## src/rtl/mem_arbiter_pkg.sv

```systemverilog
// Shared definitions for the memory arbiter: access size encodings,
// response state encoding and the misalignment rule.
package mem_arbiter_pkg;

    // Access size (funct3 style) encodings carried on d_ctrl / mem_ctrl
    typedef enum logic [2:0] {
        SIZE_BYTE = 3'b000,
        SIZE_HALF = 3'b001,
        SIZE_WORD = 3'b010
    } size_e;

    // Which port, if any, receives a response on the next cycle
    typedef enum logic [1:0] {
        RESP_IDLE  = 2'd0,
        RESP_FETCH = 2'd1,
        RESP_DATA  = 2'd2
    } resp_state_e;

    // Half-words need bit 0 clear, words need bits [1:0] clear; bytes never fault
    function automatic logic is_misaligned(input logic [2:0] ctrl, input logic [1:0] addr_lo);
        logic mis;
        mis = 1'b0;
        if (ctrl == SIZE_HALF) begin
            mis = addr_lo[0];
        end else if (ctrl == SIZE_WORD) begin
            mis = (addr_lo != 2'b00);
        end
        return mis;
    endfunction

endpackage

```

## src/rtl/mem_arbiter_if.sv

```systemverilog
// Bus bundle between the fetch/data requesters, the arbiter and the memory.
// slave: arbiter side, master: requester/memory side (testbench).
interface mem_arbiter_if #(
    parameter int WORD_SIZE = 32
);
    // Fetch port
    logic                 if_req;
    logic [WORD_SIZE-1:0] if_addr;
    logic                 if_gnt;
    logic                 if_rvalid;
    logic [WORD_SIZE-1:0] if_rdata;

    // Data port
    logic                 d_req;
    logic                 d_we;
    logic [WORD_SIZE-1:0] d_addr;
    logic [WORD_SIZE-1:0] d_wdata;
    logic [2:0]           d_ctrl;
    logic                 d_gnt;
    logic                 d_rvalid;
    logic [WORD_SIZE-1:0] d_rdata;
    logic                 d_err;

    // Memory port
    logic                 mem_write_en;
    logic [WORD_SIZE-1:0] mem_addr;
    logic [WORD_SIZE-1:0] mem_write_data;
    logic [2:0]           mem_ctrl;
    logic [WORD_SIZE-1:0] mem_rdata;

    modport slave (
        input  if_req, if_addr,
        output if_gnt, if_rvalid, if_rdata,
        input  d_req, d_we, d_addr, d_wdata, d_ctrl,
        output d_gnt, d_rvalid, d_rdata, d_err,
        output mem_write_en, mem_addr, mem_write_data, mem_ctrl,
        input  mem_rdata
    );

    modport master (
        output if_req, if_addr,
        input  if_gnt, if_rvalid, if_rdata,
        output d_req, d_we, d_addr, d_wdata, d_ctrl,
        input  d_gnt, d_rvalid, d_rdata, d_err,
        input  mem_write_en, mem_addr, mem_write_data, mem_ctrl,
        output mem_rdata
    );

endinterface

```

## src/rtl/mem_arb_prio.sv

```systemverilog
// Priority select between fetch and data requesters. Data wins contention
// until it has taken MAX_DATA_STREAK grants in a row while fetch waited;
// then fetch is forced through once. No grant while reset is asserted.
module mem_arb_prio #(
    parameter int MAX_DATA_STREAK = 4
) (
    input  logic clk,
    input  logic rst_n,
    input  logic if_req,
    input  logic d_req,
    output logic if_gnt,
    output logic d_gnt
);

    localparam int CW = $clog2(MAX_DATA_STREAK + 1);

    logic [CW-1:0] streak_reg;
    logic [CW-1:0] streak_next;
    logic          streak_full;

    assign streak_full = (streak_reg == CW'(MAX_DATA_STREAK));

    // Grant select from live requests and the streak count
    always_comb begin
        if_gnt = 1'b0;
        d_gnt  = 1'b0;
        if (rst_n) begin
            if (d_req && !(if_req && streak_full)) begin
                d_gnt = 1'b1;
            end else if (if_req) begin
                if_gnt = 1'b1;
            end
        end
    end

    // Streak only counts data grants that made a waiting fetch wait longer
    always_comb begin
        streak_next = streak_reg;
        if (if_gnt || !if_req) begin
            streak_next = '0;
        end else if (d_gnt && !streak_full) begin
            streak_next = streak_reg + 1'b1;
        end
    end

    // Streak counter register
    always_ff @(posedge clk or negedge rst_n) begin
        if (!rst_n) begin
            streak_reg <= '0;
        end else begin
            streak_reg <= streak_next;
        end
    end

endmodule

```

## src/rtl/mem_arbiter.sv

```systemverilog
// Two-port (fetch/data) arbiter onto a single combinational-read memory.
// Grants are combinational; the granted request drives the memory port and
// the read word is captured at the grant edge, giving a one-cycle response.
module mem_arbiter
    import mem_arbiter_pkg::*;
#(
    parameter int WORD_SIZE       = 32,
    parameter int MAX_DATA_STREAK = 4
) (
    input logic          clk,
    input logic          rst_n,
    mem_arbiter_if.slave bus
);

    logic if_gnt;
    logic d_gnt;
    logic d_misaligned;
    logic unused_fetch_lsbs;

    resp_state_e state_reg;
    resp_state_e state_next;

    logic [WORD_SIZE-1:0] if_rdata_reg;
    logic [WORD_SIZE-1:0] d_rdata_reg;
    logic                 d_err_reg;

    mem_arb_prio #(
        .MAX_DATA_STREAK(MAX_DATA_STREAK)
    ) u_prio (
        .clk    (clk),
        .rst_n  (rst_n),
        .if_req (bus.if_req),
        .d_req  (bus.d_req),
        .if_gnt (if_gnt),
        .d_gnt  (d_gnt)
    );

    assign d_misaligned = is_misaligned(bus.d_ctrl, bus.d_addr[1:0]);

    // Fetches are silently word-aligned, so the low address bits are dropped
    assign unused_fetch_lsbs = ^bus.if_addr[1:0];

    assign bus.if_gnt = if_gnt;
    assign bus.d_gnt  = d_gnt;

    // Steer the granted request onto the memory port; idle drives all zero
    always_comb begin
        bus.mem_write_en   = 1'b0;
        bus.mem_addr       = '0;
        bus.mem_write_data = '0;
        bus.mem_ctrl       = 3'b000;
        if (if_gnt) begin
            bus.mem_addr = {bus.if_addr[WORD_SIZE-1:2], 2'b00};
            bus.mem_ctrl = SIZE_WORD;
        end else if (d_gnt) begin
            bus.mem_addr       = bus.d_addr;
            bus.mem_ctrl       = bus.d_ctrl;
            bus.mem_write_data = bus.d_wdata;
            bus.mem_write_en   = bus.d_we & ~d_misaligned;
        end
    end

    // Next response owner follows this cycle's grant
    always_comb begin
        state_next = RESP_IDLE;
        if (if_gnt) begin
            state_next = RESP_FETCH;
        end else if (d_gnt) begin
            state_next = RESP_DATA;
        end
    end

    // Response state register; reset drops any response in flight
    always_ff @(posedge clk or negedge rst_n) begin
        if (!rst_n) begin
            state_reg <= RESP_IDLE;
        end else begin
            state_reg <= state_next;
        end
    end

    // Capture read data at the grant edge; the other port keeps its last word
    always_ff @(posedge clk or negedge rst_n) begin
        if (!rst_n) begin
            if_rdata_reg <= '0;
            d_rdata_reg  <= '0;
            d_err_reg    <= 1'b0;
        end else begin
            if (if_gnt) begin
                if_rdata_reg <= bus.mem_rdata;
            end
            if (d_gnt) begin
                d_rdata_reg <= bus.d_we ? '0 : bus.mem_rdata;
            end
            d_err_reg <= d_gnt & d_misaligned;
        end
    end

    assign bus.if_rvalid = (state_reg == RESP_FETCH);
    assign bus.if_rdata  = if_rdata_reg;
    assign bus.d_rvalid  = (state_reg == RESP_DATA);
    assign bus.d_rdata   = d_rdata_reg;
    assign bus.d_err     = d_err_reg;

endmodule

```

## src/flat_wrapper.sv

```systemverilog
// flat-port wrapper written by rule: the top's interface ports become plain ports
module mem_arbiter_flat import mem_arbiter_pkg::*;
#(
    parameter int WORD_SIZE       = 32,
    parameter int MAX_DATA_STREAK = 4
)
  (clk, rst_n, bus_if_req, bus_if_addr, bus_if_gnt, bus_if_rvalid, bus_if_rdata, bus_d_req, bus_d_we, bus_d_addr, bus_d_wdata, bus_d_ctrl, bus_d_gnt, bus_d_rvalid, bus_d_rdata, bus_d_err, bus_mem_write_en, bus_mem_addr, bus_mem_write_data, bus_mem_ctrl, bus_mem_rdata);
  mem_arbiter_if #(.WORD_SIZE(WORD_SIZE)) bus_i ();
  input logic clk;
  input logic rst_n;
  input wire logic [$bits(bus_i.if_req)-1:0] bus_if_req;
  input wire logic [$bits(bus_i.if_addr)-1:0] bus_if_addr;
  output wire logic [$bits(bus_i.if_gnt)-1:0] bus_if_gnt;
  output wire logic [$bits(bus_i.if_rvalid)-1:0] bus_if_rvalid;
  output wire logic [$bits(bus_i.if_rdata)-1:0] bus_if_rdata;
  input wire logic [$bits(bus_i.d_req)-1:0] bus_d_req;
  input wire logic [$bits(bus_i.d_we)-1:0] bus_d_we;
  input wire logic [$bits(bus_i.d_addr)-1:0] bus_d_addr;
  input wire logic [$bits(bus_i.d_wdata)-1:0] bus_d_wdata;
  input wire logic [$bits(bus_i.d_ctrl)-1:0] bus_d_ctrl;
  output wire logic [$bits(bus_i.d_gnt)-1:0] bus_d_gnt;
  output wire logic [$bits(bus_i.d_rvalid)-1:0] bus_d_rvalid;
  output wire logic [$bits(bus_i.d_rdata)-1:0] bus_d_rdata;
  output wire logic [$bits(bus_i.d_err)-1:0] bus_d_err;
  output wire logic [$bits(bus_i.mem_write_en)-1:0] bus_mem_write_en;
  output wire logic [$bits(bus_i.mem_addr)-1:0] bus_mem_addr;
  output wire logic [$bits(bus_i.mem_write_data)-1:0] bus_mem_write_data;
  output wire logic [$bits(bus_i.mem_ctrl)-1:0] bus_mem_ctrl;
  input wire logic [$bits(bus_i.mem_rdata)-1:0] bus_mem_rdata;
  assign bus_i.if_req = bus_if_req;
  assign bus_i.if_addr = bus_if_addr;
  assign bus_if_gnt = bus_i.if_gnt;
  assign bus_if_rvalid = bus_i.if_rvalid;
  assign bus_if_rdata = bus_i.if_rdata;
  assign bus_i.d_req = bus_d_req;
  assign bus_i.d_we = bus_d_we;
  assign bus_i.d_addr = bus_d_addr;
  assign bus_i.d_wdata = bus_d_wdata;
  assign bus_i.d_ctrl = bus_d_ctrl;
  assign bus_d_gnt = bus_i.d_gnt;
  assign bus_d_rvalid = bus_i.d_rvalid;
  assign bus_d_rdata = bus_i.d_rdata;
  assign bus_d_err = bus_i.d_err;
  assign bus_mem_write_en = bus_i.mem_write_en;
  assign bus_mem_addr = bus_i.mem_addr;
  assign bus_mem_write_data = bus_i.mem_write_data;
  assign bus_mem_ctrl = bus_i.mem_ctrl;
  assign bus_i.mem_rdata = bus_mem_rdata;
  mem_arbiter #(.WORD_SIZE(WORD_SIZE), .MAX_DATA_STREAK(MAX_DATA_STREAK)) u_core (.clk(clk), .rst_n(rst_n), .bus(bus_i));
endmodule
```

## config.mk

```make
export PLATFORM = sky130hd
export DESIGN_NAME = mem_arbiter_flat
export DESIGN_NICKNAME = d
export VERILOG_FILES = /design/src/rtl/mem_arbiter_pkg.sv /design/src/rtl/mem_arbiter_if.sv /design/src/rtl/mem_arb_prio.sv /design/src/rtl/mem_arbiter.sv /design/src/flat_wrapper.sv
export SDC_FILE = /design/constraint.sdc
export NUM_CORES = 1
export LEC_CHECK = 0
export ABC_AREA = 0
export ABC_CLOCK_PERIOD_IN_PS = 1790
export CORE_ASPECT_RATIO = 0.7
export CORE_MARGIN = 2
export CORE_UTILIZATION = 34
export CTS_CLUSTER_SIZE = 25
export DETAILED_ROUTE_END_ITERATION = 7
export GPL_ROUTABILITY_DRIVEN = 1
export GPL_TIMING_DRIVEN = 0
export PLACE_DENSITY = 0.87
export SYNTH_ARGS = -nofsm -noshare
export SYNTH_HDL_FRONTEND = slang
export SYNTH_SLANG_ARGS = --single-unit
```

## constraint.sdc

```tcl
create_clock -name clk -period 1.79 [get_ports clk]
set_input_delay 0.179 -clock clk [delete_from_list [all_inputs] [get_ports clk]]
set_output_delay 0.179 -clock clk [all_outputs]
set_load 0.1 [all_outputs]
```

* Word level (Yosys, flattened, before mapping)
Index checks and enable logic that the tools add are counted.
** Word-level totals
- Register bits after elaboration :: 70
- Input port bits :: 136
- Output and inout bits :: 137
- Logic and storage cells :: 43
** Operators by class
- $add $sub $neg :: 1
- Eq/ne operators :: 5
- Muxes and demuxes :: 20
- Bitwise gates (word level) :: 3
- Reduce and logical (&&, ||, !) cells :: 9
** Operators by type and width (count)
- $mux 32 :: 5
- $mux 3 :: 4
- $mux 1 :: 9
- $mux 2 :: 2
- $reduce_bool 2->1 :: 2
- $add 3x1->3 const B :: 1
- $eq 3x1->1 const B :: 1
- $eq 3x2->1 const B :: 1
- $eq 3x3->1 const B :: 1
- $logic_and 1x1->1 :: 3
- $logic_not 1->1 :: 3
- $and 1x1->1 :: 2
- $eq 2x1->1 const B :: 1
- $eq 2x2->1 const B :: 1
- $logic_or 1x1->1 :: 1
- $not 1->1 :: 1

* Depth between registers and ports, before layout
Gate-level depths: netlist of the first run.
- Depth after elaboration :: 9
- Gate-level depth with buffers :: 6
- Mapped depth without buffers :: 5

* Cells and area by module
From an unflattened synthesis of the first run, not the netlist that was laid out.
** Second synthesis, totals
- Cell total of the unflattened synthesis :: 260
- Area total of the unflattened synthesis :: 3276.9 um^2
** Modules (own cells, without submodules)
- mem_arbiter :: instances 1, cells each 237, area an instance 3067.9 um^2, sequential area each 1676.6 um^2
- mem_arb_prio :: instances 1, cells each 23, area an instance 209.0 um^2, sequential area each 75.1 um^2

* Worst setup path after synthesis of the first run
OpenSTA, ideal clock, no wires.
- Path type :: register to output
- Start :: register u_core.u_prio.streak_reg[0]
- End :: output port bus_mem_addr[23]
- Arrival :: 2.368 ns
- Required time :: 1.611 ns
- Path slack :: -0.757 ns
- Stages on the path, launching flop included :: 7
- Buffers on the path :: 1
- Cell sequence :: dfrtp_1 inv_1 ha_1 a21boi_2 nor2_4 buf_2 a22o_1
** Between the ends
- Elaborated cells between the ends (all ways) :: 10
- Those cells by class :: eq/ne (1); mux (6); reduce/logical (3)
** RTL lines
- start, declared :: line mem_arb_prio.sv:17 : logic [CW-1:0] streak_reg;
- start signal, assigned :: line mem_arb_prio.sv:51 : streak_reg <= streak_next;
- $eq 3x3->1 :: line mem_arb_prio.sv:21 : assign streak_full = (streak_reg == CW'(MAX_DATA_STREAK));
- $logic_and 1x1->1 :: line mem_arb_prio.sv:28 : if (d_req && !(if_req && streak_full)) begin
- $logic_not 1->1 :: line mem_arb_prio.sv:28
- $logic_and 1x1->1 :: line mem_arb_prio.sv:28
- $mux 1 :: line mem_arb_prio.sv:28
- $mux 1 :: line mem_arb_prio.sv:27 : if (rst_n) begin
- named net bus_if_gnt :: line flat_wrapper.sv:13 : output wire logic [$bits(bus_i.if_gnt)-1:0] bus_if_gnt;
- $mux 32 :: line mem_arbiter.sv:52 : if (if_gnt) begin
- end, declared :: line flat_wrapper.sv:26 : output wire logic [$bits(bus_i.mem_addr)-1:0] bus_mem_addr;
The timed path passes the listed nets, and every way through them passes these cells.

* Worst setup path in the final report of the first run
- Start :: register u_core.u_prio.streak_reg[0]
- End :: output port bus_mem_addr[29]
** Between the ends
- Longest elaborated chain between the ends :: 8
- Elaborated cells between the ends (all ways) :: 10
- Those cells by class :: eq/ne (1); mux (6); reduce/logical (3)
** RTL lines
- $eq 3x3->1 * :: line mem_arb_prio.sv:21
- $logic_and 1x1->1 * :: line mem_arb_prio.sv:28
- $logic_not 1->1 * :: line mem_arb_prio.sv:28
- $logic_and 1x1->1 * :: line mem_arb_prio.sv:28
- $mux 1 :: line mem_arb_prio.sv:28
- $mux 1 :: line mem_arb_prio.sv:27
- $mux 32 :: line mem_arbiter.sv:55 : end else if (d_gnt) begin
- $mux 32 * :: line mem_arbiter.sv:52
Mark *: on every way between the ends. The rest lies on a longest branch, timed or not.

==> results.toml, run 1 <==
[status]
status = "finished with violations"
violations = "setup timing"

[placed_design]
port_buffers = 270
dpl_cell_area_um2 = 6610
dpl.hpwl_um = 10700
gp_congestion = 0.850

[floorplan]
row_count = 30
initial_core_util = 0.355
ios = 273
die_area_um2 = 11100
core-area_um2 = 9870
die_w_um = 125
die_h_um = 88.9

[synthesis]
synthTopCellsByArea = "dfrtp_1 50%, mux2_1 12%, mux2_2 8.7%"
synthSimpleGateAreaFrac = 0.146
ys.flop_type = "dfrtp_1"
ys_seq_elements = 70
yosysSeqAreaShare = 0.500
synth_xor_xnor_area_share = 0
synth_mux_area_frac = 0.209
post_synth_num_cell_types = 27
syn_area_um2 = 3500
synth_largest_area_cell = "dfrtp_1"
synth_fa_ha_area_frac = 0.00714
synth-compound-area-share = 0.0975
async_reset_ff_frac = 1.00
netlist.area_leader.share = 0.500
synth_top_family_by_area = "multiplexers"
synthTopCellsByCount = "70 x dfrtp_1, 38 x mux2_1, 36 x and2_1, 35 x nor2b_1, 30 x a22o_1"
synth_cells = 281
synth-edff-count = 0
ys_warn_count = 0
synth_fp_nets = 419
synth_most_common_cell = "dfrtp_1"
avgSynthCellArea_um2 = 12.5

[clocking]
cts_buffer_depth = 2
clock-root-buffer = "clkbuf_16"
clk_latency_ns = 0.33
cts_tree = "yes"
cts_num_sinks = 70
clk_pin_slew_ns = 0.06
cts_max_level = 3
numCtsBuffers = 9

[layout]
n_antenna_cell = 0
fillers = 545
areaGrowthSynthToFinish_pct = 130
utilization = 0.818
stdcell_area_um2 = 8080
drive_gt1_frac = 0.384
layout.nets = 721

[critical_path]
worstPathArrival_ns = 1.94
crit_chain = "inv_2 > ha_4 > a21boi_4 > nor2_4 > buf_6 > buf_12 > a22o_4 > buf_12"
cp_slowest_cell = "dfrtp_1"
cp_max_fo = 6
timing.rr.start = "u_core.u_prio.streak_reg[0]$_DFFE_PN0P_"
crit_required_ns = 1.61
worstSetupPathType = "flip-flop to primary output"
max_stage_delay_ns = 0.38
critPathLaunchType = "flip-flop"
setup.worst_path.end_class = "primary output"
crit_top_cell = "buf_12"
cp-startpoint = "u_core.u_prio.streak_reg[0]$_DFFE_PN0P_"

[global_route]
antenna_found_initial = 1
grt_max_degree = 43
grt_pass1_vias = 4019
grt_overflow_total = 0
grt_pass1_wl_um = 24600
track_usage = 0.299

[timing]
min_period_ns = 2.11
tightest_slew_ns = 1.06
fin_worst_skew_ns = 0.00550
rsz0062_at_grt = "yes"
finalSetupViolCount = 78
setup_ws_ns = -0.325
final_max_slew_viol_count = 0
max_freq_mhz = 473
finalCritPeriodShare = 1.18
tns_ns = -18.25
hold_viol = 0
maxSlewHeadroom = 0.296
whs_ns = 0.207

[power_and_ir_drop]
p_total_mw = 7.77
p_leak_nw = 3.67
p_per_area_nw_per_um2 = 963
ir_drop_uv = 876

[route]
routedWlPerCell_um = 24.8
wirelength_um = 17700
drt_iter0_drc = 157
via_per_inst = 5.01
first_pass_iters = 4
ant_nets = 0
drc = 0
vias = 3584

[worst_hold_path]
hold_start = "rst_n"
hold_path_class = "input pin to flip-flop"

[job]
maxCapViolCount = 0
## layout make-up
type                            instances  area, um2  share of cell area
Timing Repair Buffer                  293       3590               0.445
Multi-Input combinational cell        189       2010               0.249
Sequential cell                        70       1750               0.217
Clock buffer                           13        260              0.0322
Buffer                                 18        251              0.0311
Tap cell                              128        160              0.0198
Clock inverter                          3       42.5             0.00527
Inverter                                2       7.51            0.000930
## path summary, 6_finish.rpt
| path | endpoint | slack [ns] | cells after the start |
|---|---|---|---|
| max | bus_mem_addr[29] | -0.32 | 8 |
| min | u_core.u_prio.streak_reg[1]$_DFFE_PN0P_ | 0.21 | 3 |
| max reg2reg | u_core.bus.if_rdata[19]$_DFFE_PN0N_ | -0.05 | 8 |
| min reg2reg | u_core.bus.if_rdata[3]$_DFFE_PN0N_ | 0.48 | 1 |
| max in group asynchronous | u_core.bus.if_rdata[31]$_DFFE_PN0N_ | 0.97 | 3 |
| min in group asynchronous | u_core.u_prio.streak_reg[1]$_DFFE_PN0P_ | 0.59 | 3 |
## per-stage QoR
stage	cells	setup slack (ns)
3_3_place_gp	679	-3.97
3_5_place_dp	680	-1.29
5_1_grt	716	-0.341
4_1_cts	713	-0.284
2_1_floorplan	281	-0.0819
6_report	716	-0.325
## per-layer routing
layer  share of wire  wire length [um]  track usage  up-vias
met2            0.57             10100        0.586      151
li1                -                 -            -     1595
met4           0.013               238       0.0869        0
met1            0.37              6580        0.328     1818
met3           0.047               834       0.0724       20
met5               0                 0            0        -
## cells in the final DEF, fill, tap and decap left out, types with 4 or more instances in the layout
master           synthesis  layout
clkdlybuf4s50_1          0     132
buf_12                   0      79
dfrtp_1                 70      70
dlygate4sd2_1            0      60
mux2_1                  38      38
and2_4                   0      36
nor2b_1                 35      35
a22o_4                   0      30
mux2_2                  27      27
buf_4                    7      14
clkbuf_16                0      10
buf_6                    3      10
clkbuf_1                 3       5
nand2_1                  4       4
clkdlybuf4s15_1          0       4
## kinds of logic after synthesis
family | Yosys count
and+or+nand+nor | 83
DFF | 70
muxes | 65
AOI/OAI and AO/OA | 39
buffers and inverters | 22
adders and majority gates | 2
## where the power goes
group          total (mW)  switching [mW]  internal, mW
sequential           1.94           0.123          1.81
combinational        4.02            2.87          1.14
clock                1.82           0.664          1.15
total                7.77            3.66          4.11
## critical path: cells and delay by family (launching register included)
family                   cells  cell delay (ns)
AND/OR/NAND/NOR              1             0.06
adder cells (fa/ha/maj)      1             0.18
AO/OA/AOI/OAI                2             0.45
buffers and inverters        4             0.52
flip-flops                   1             0.38
## timing repair
action | in CTS | in global routing
endpoints found under the setup margin | 175 | 117
hold buffers | 2 | 0
buffers inserted | 12 | 5
pin swaps | 27 | 5
resized for setup | 761 | 25
cloned | 4 | 0
hold endpoints to repair | 28 | 0
No activity file was read; power rests on OpenSTA's default activity.
==> run 2: changes to the inputs <==
--- a/config.mk
+++ b/config.mk
@@ -10,6 +10,7 @@
 export CORE_ASPECT_RATIO = 0.7
 export CORE_MARGIN = 2
 export CORE_UTILIZATION = 34
+export CTS_CLUSTER_DIAMETER = 120
 export CTS_CLUSTER_SIZE = 25
 export DETAILED_ROUTE_END_ITERATION = 7
 export GPL_ROUTABILITY_DRIVEN = 1
==> results of run 2 <==
The final DEF is identical to that of run 1; final timing and power are the same.
==> RTL change, RTL diff (settings of run 1) <==
`MAX_DATA_STREAK` is set to 4 in 3 places; all go to 8.
--- a/src/rtl/mem_arb_prio.sv
+++ b/src/rtl/mem_arb_prio.sv
@@ -3,5 +3,5 @@
 // then fetch is forced through once. No grant while reset is asserted.
 module mem_arb_prio #(
-    parameter int MAX_DATA_STREAK = 4
+    parameter int MAX_DATA_STREAK = 8
 ) (
     input  logic clk,
--- a/src/rtl/mem_arbiter.sv
+++ b/src/rtl/mem_arbiter.sv
@@ -6,5 +6,5 @@
 #(
     parameter int WORD_SIZE       = 32,
-    parameter int MAX_DATA_STREAK = 4
+    parameter int MAX_DATA_STREAK = 8
 ) (
     input logic          clk,
--- a/src/flat_wrapper.sv
+++ b/src/flat_wrapper.sv
@@ -3,5 +3,5 @@
 #(
     parameter int WORD_SIZE       = 32,
-    parameter int MAX_DATA_STREAK = 4
+    parameter int MAX_DATA_STREAK = 8
 )
   (clk, rst_n, bus_if_req, bus_if_addr, bus_if_gnt, bus_if_rvalid, bus_if_rdata, bus_d_req, bus_d_we, bus_d_addr, bus_d_wdata, bus_d_ctrl, bus_d_gnt, bus_d_rvalid, bus_d_rdata, bus_d_err, bus_mem_write_en, bus_mem_addr, bus_mem_write_data, bus_mem_ctrl, bus_mem_rdata);
Behaviour: not the same (a bounded check fails within 10 cycles, from zero or initial values and one cycle with rst_n low).
==> RTL change against run 1 <==
Combinational power rose by 2%; largest power group unchanged; setup slack got worse by 0.090 ns; sequential cell count rose by 1; the flow still finishes with violations (negative setup slack); synthesized area rose by 3.1%; count of clock-buffer cells in the layout fell by 3; cell area rose by 1.1%; routed wire length fell by 6.7%; first-iteration DRC count rose by 13%; total power rose by 3.8%; largest cell class unchanged; sequential share of layout area rose by 0.080 points.
==> RTL change: results (changes against run 1) <==
----------------------------------------------------
[Global route]
  Largest net degree at the start of global routing ... 73 (+70%)
  GRT Util Overall ... 0.270 (-0.0285)
  M2 GR Usage ... 0.511 (-0.0757)
  Met3 Usage GRT ... 0.0732 (+0.000803)
  Global-route wire length before repair ... 23400 um (-4.8%)
  Via count of the first global-routing pass ... 3966 (-1.3%)

[Power and ir drop]
  VDD IR max ... 0.856 mV (-2.2%)
  P_leak ... 3.72 nW (+1.5%)
  Switching share of total power ... 0.463 (-0.00785)

[Routing]
  Met3 routed wirelength ... 907 um (+8.8%)
  Iter 0 DRT Violations ... 177 (+13%)
  Met1 Routed Length ... 6260 um (-4.9%)
  Detail-routed net length per standard cell ... 22.8 um (-8.0%)
  Count of vias placed by the detailed router ... 3609 (+0.70%)
  Sum of met2 wire segment lengths after detailed routing ... 9200 um (-8.7%)

[STA]
  Worst-margin pin slew ... 1.00 ns (-0.0573 ns)
  Clk_skew ... 0.00677 ns (+0.00127 ns)
  Number of endpoints failing setup at the final stage ... 105 (+35%)
  Final WS setup ... -0.415 ns (-0.0900 ns)

[Placed design]
  Total half-perimeter wirelength after legalization and detailed placement ... 10800 um (+1.0%)
  Routability cong. ... 0.818 (-3.8%)
  Number of input and output port buffers inserted ... 269 (-0.37%)

[Logic synthesis]
  Post-synthesis sequential area ratio ... 0.492 (-0.00797)
  Most frequent cells after synthesis ... dfrtp_1, mux2_2, and2_1
  Synth area leaders ... dfrtp_1, mux2_2, a22o_1

[Status]
  Result of the run ... finished, violations left
  Violated checks ... negative setup slack

[Finish]
  Area growth, synth to finish ... 126%
  Filler Cells Inserted ... 596 (+9.4%)
  # nets final ... 727 (+0.83%)
  Ratio of cells with drive above 1 in the final layout ... 0.448 (+0.0635)

[Setup path]
  Critical Path Start ... u_core.u_prio.streak_reg[1]
  Count of cells along the worst register-to-register path ... 9 (+1)
  R2r setup slk ... -0.08 ns (-0.03 ns)
  Delay contributed by the slowest stage of the critical path ... 0.40 ns (+0.02 ns)
  Worst path arrival time ... 2.03 ns (+0.09 ns)
  Crit path to ... bus_mem_addr[26]

[Clock tree]
  Clock-pin transition on the worst setup and hold timing paths ... 0.06 ns (about the same)

----------------------------------------------------
[RTL change: cell types whose count changed after synthesis, moves of 3 or more]
cell / change
mux2_4: +10
nand2_1: +3
mux2_1: -36
buf_2: +5
mux2_2: +26
[RTL change: power by group through the flow]
stage	sequential [mW]	combinational [mW]	clock, mW
floorplan	3.67	1.07	0
global placement	1.98	3.83	0
detailed placement	1.99	3.86	0
CTS	1.96	3.96	2.01
global route	2.00	4.20	2.08
finish	1.97	4.11	1.98
[RTL change: final cells by class]
| class | instances | area [sq um] | area share |
|---|---|---|---|
| multi-input cells | 193 | 2100 | 0.257 |
| clock buffers | 10 | 239 | 0.0293 |
| inverters | 4 | 15.0 | 0.00184 |
| repair buffers | 289 | 3530 | 0.433 |
| plain buffers | 21 | 243 | 0.0297 |
| clock inverters | 6 | 92.6 | 0.0113 |
| well taps | 132 | 165 | 0.0202 |
| flip-flops and latches | 71 | 1780 | 0.218 |
[RTL change: through the flow]
stage	utilization	cells	TNS (ns)	instance area [sq um]	setup WS [ns]
5_1_grt	0.788	726	-32.78	8160	-0.469
2_1_floorplan	-	290	-5.22	3830	-0.131
3_3_place_gp	0.646	691	-616.57	6690	-4.13
6_report	0.788	726	-26.79	8160	-0.415
4_1_cts	0.753	714	-24.73	7800	-0.396
3_5_place_dp	0.646	691	-170.14	6690	-1.91
[RTL change: repair_timing]
action | 4_1_cts | 5_1_grt
setup endpoints to repair | 202 | 135
gates cloned | 0 | 2
hold endpoints to repair | 71 | 71
pin swaps | 3 | 1
resized for setup | 735 | 61
setup buffers | 8 | 7
[RTL change: cells by family after synthesis]
kind of cell	synth area share
multiplexers	0.213
adder cells (fa/ha/maj)	0.00693
AO/OA/AOI/OAI	0.102
flip-flops	0.492
AND/OR/NAND/NOR	0.146
buffers and inverters	0.0398
[RTL change: how the worst min path moves through the flow]
stage / startpoint / to / slack, ns / depth (start not counted)
3_5_place_dp: rst_n / u_core.bus.d_rdata[3] / 0.37 / 1
6_report: bus_if_req / u_core.u_prio.streak_reg[0] / 0.19 / 3
2_1_floorplan: rst_n / u_core.bus.d_err / -0.12 / 0
4_1_cts: rst_n / u_core.bus.d_rdata[2] / -0.24 / 1
5_1_grt: bus_if_req / u_core.u_prio.streak_reg[2] / 0.19 / 3
3_3_place_gp: u_core.bus.if_rdata[25] / u_core.bus.if_rdata[25] / 0.47 / 1
[RTL change: critical path, delay by kind of cell, from the launching register on]
kind            cells  cell delay, ns
buf+inv             4            0.56
compound gates      2            0.46
flops               1            0.40
fa+ha+maj           1            0.15
simple gates        1            0.11
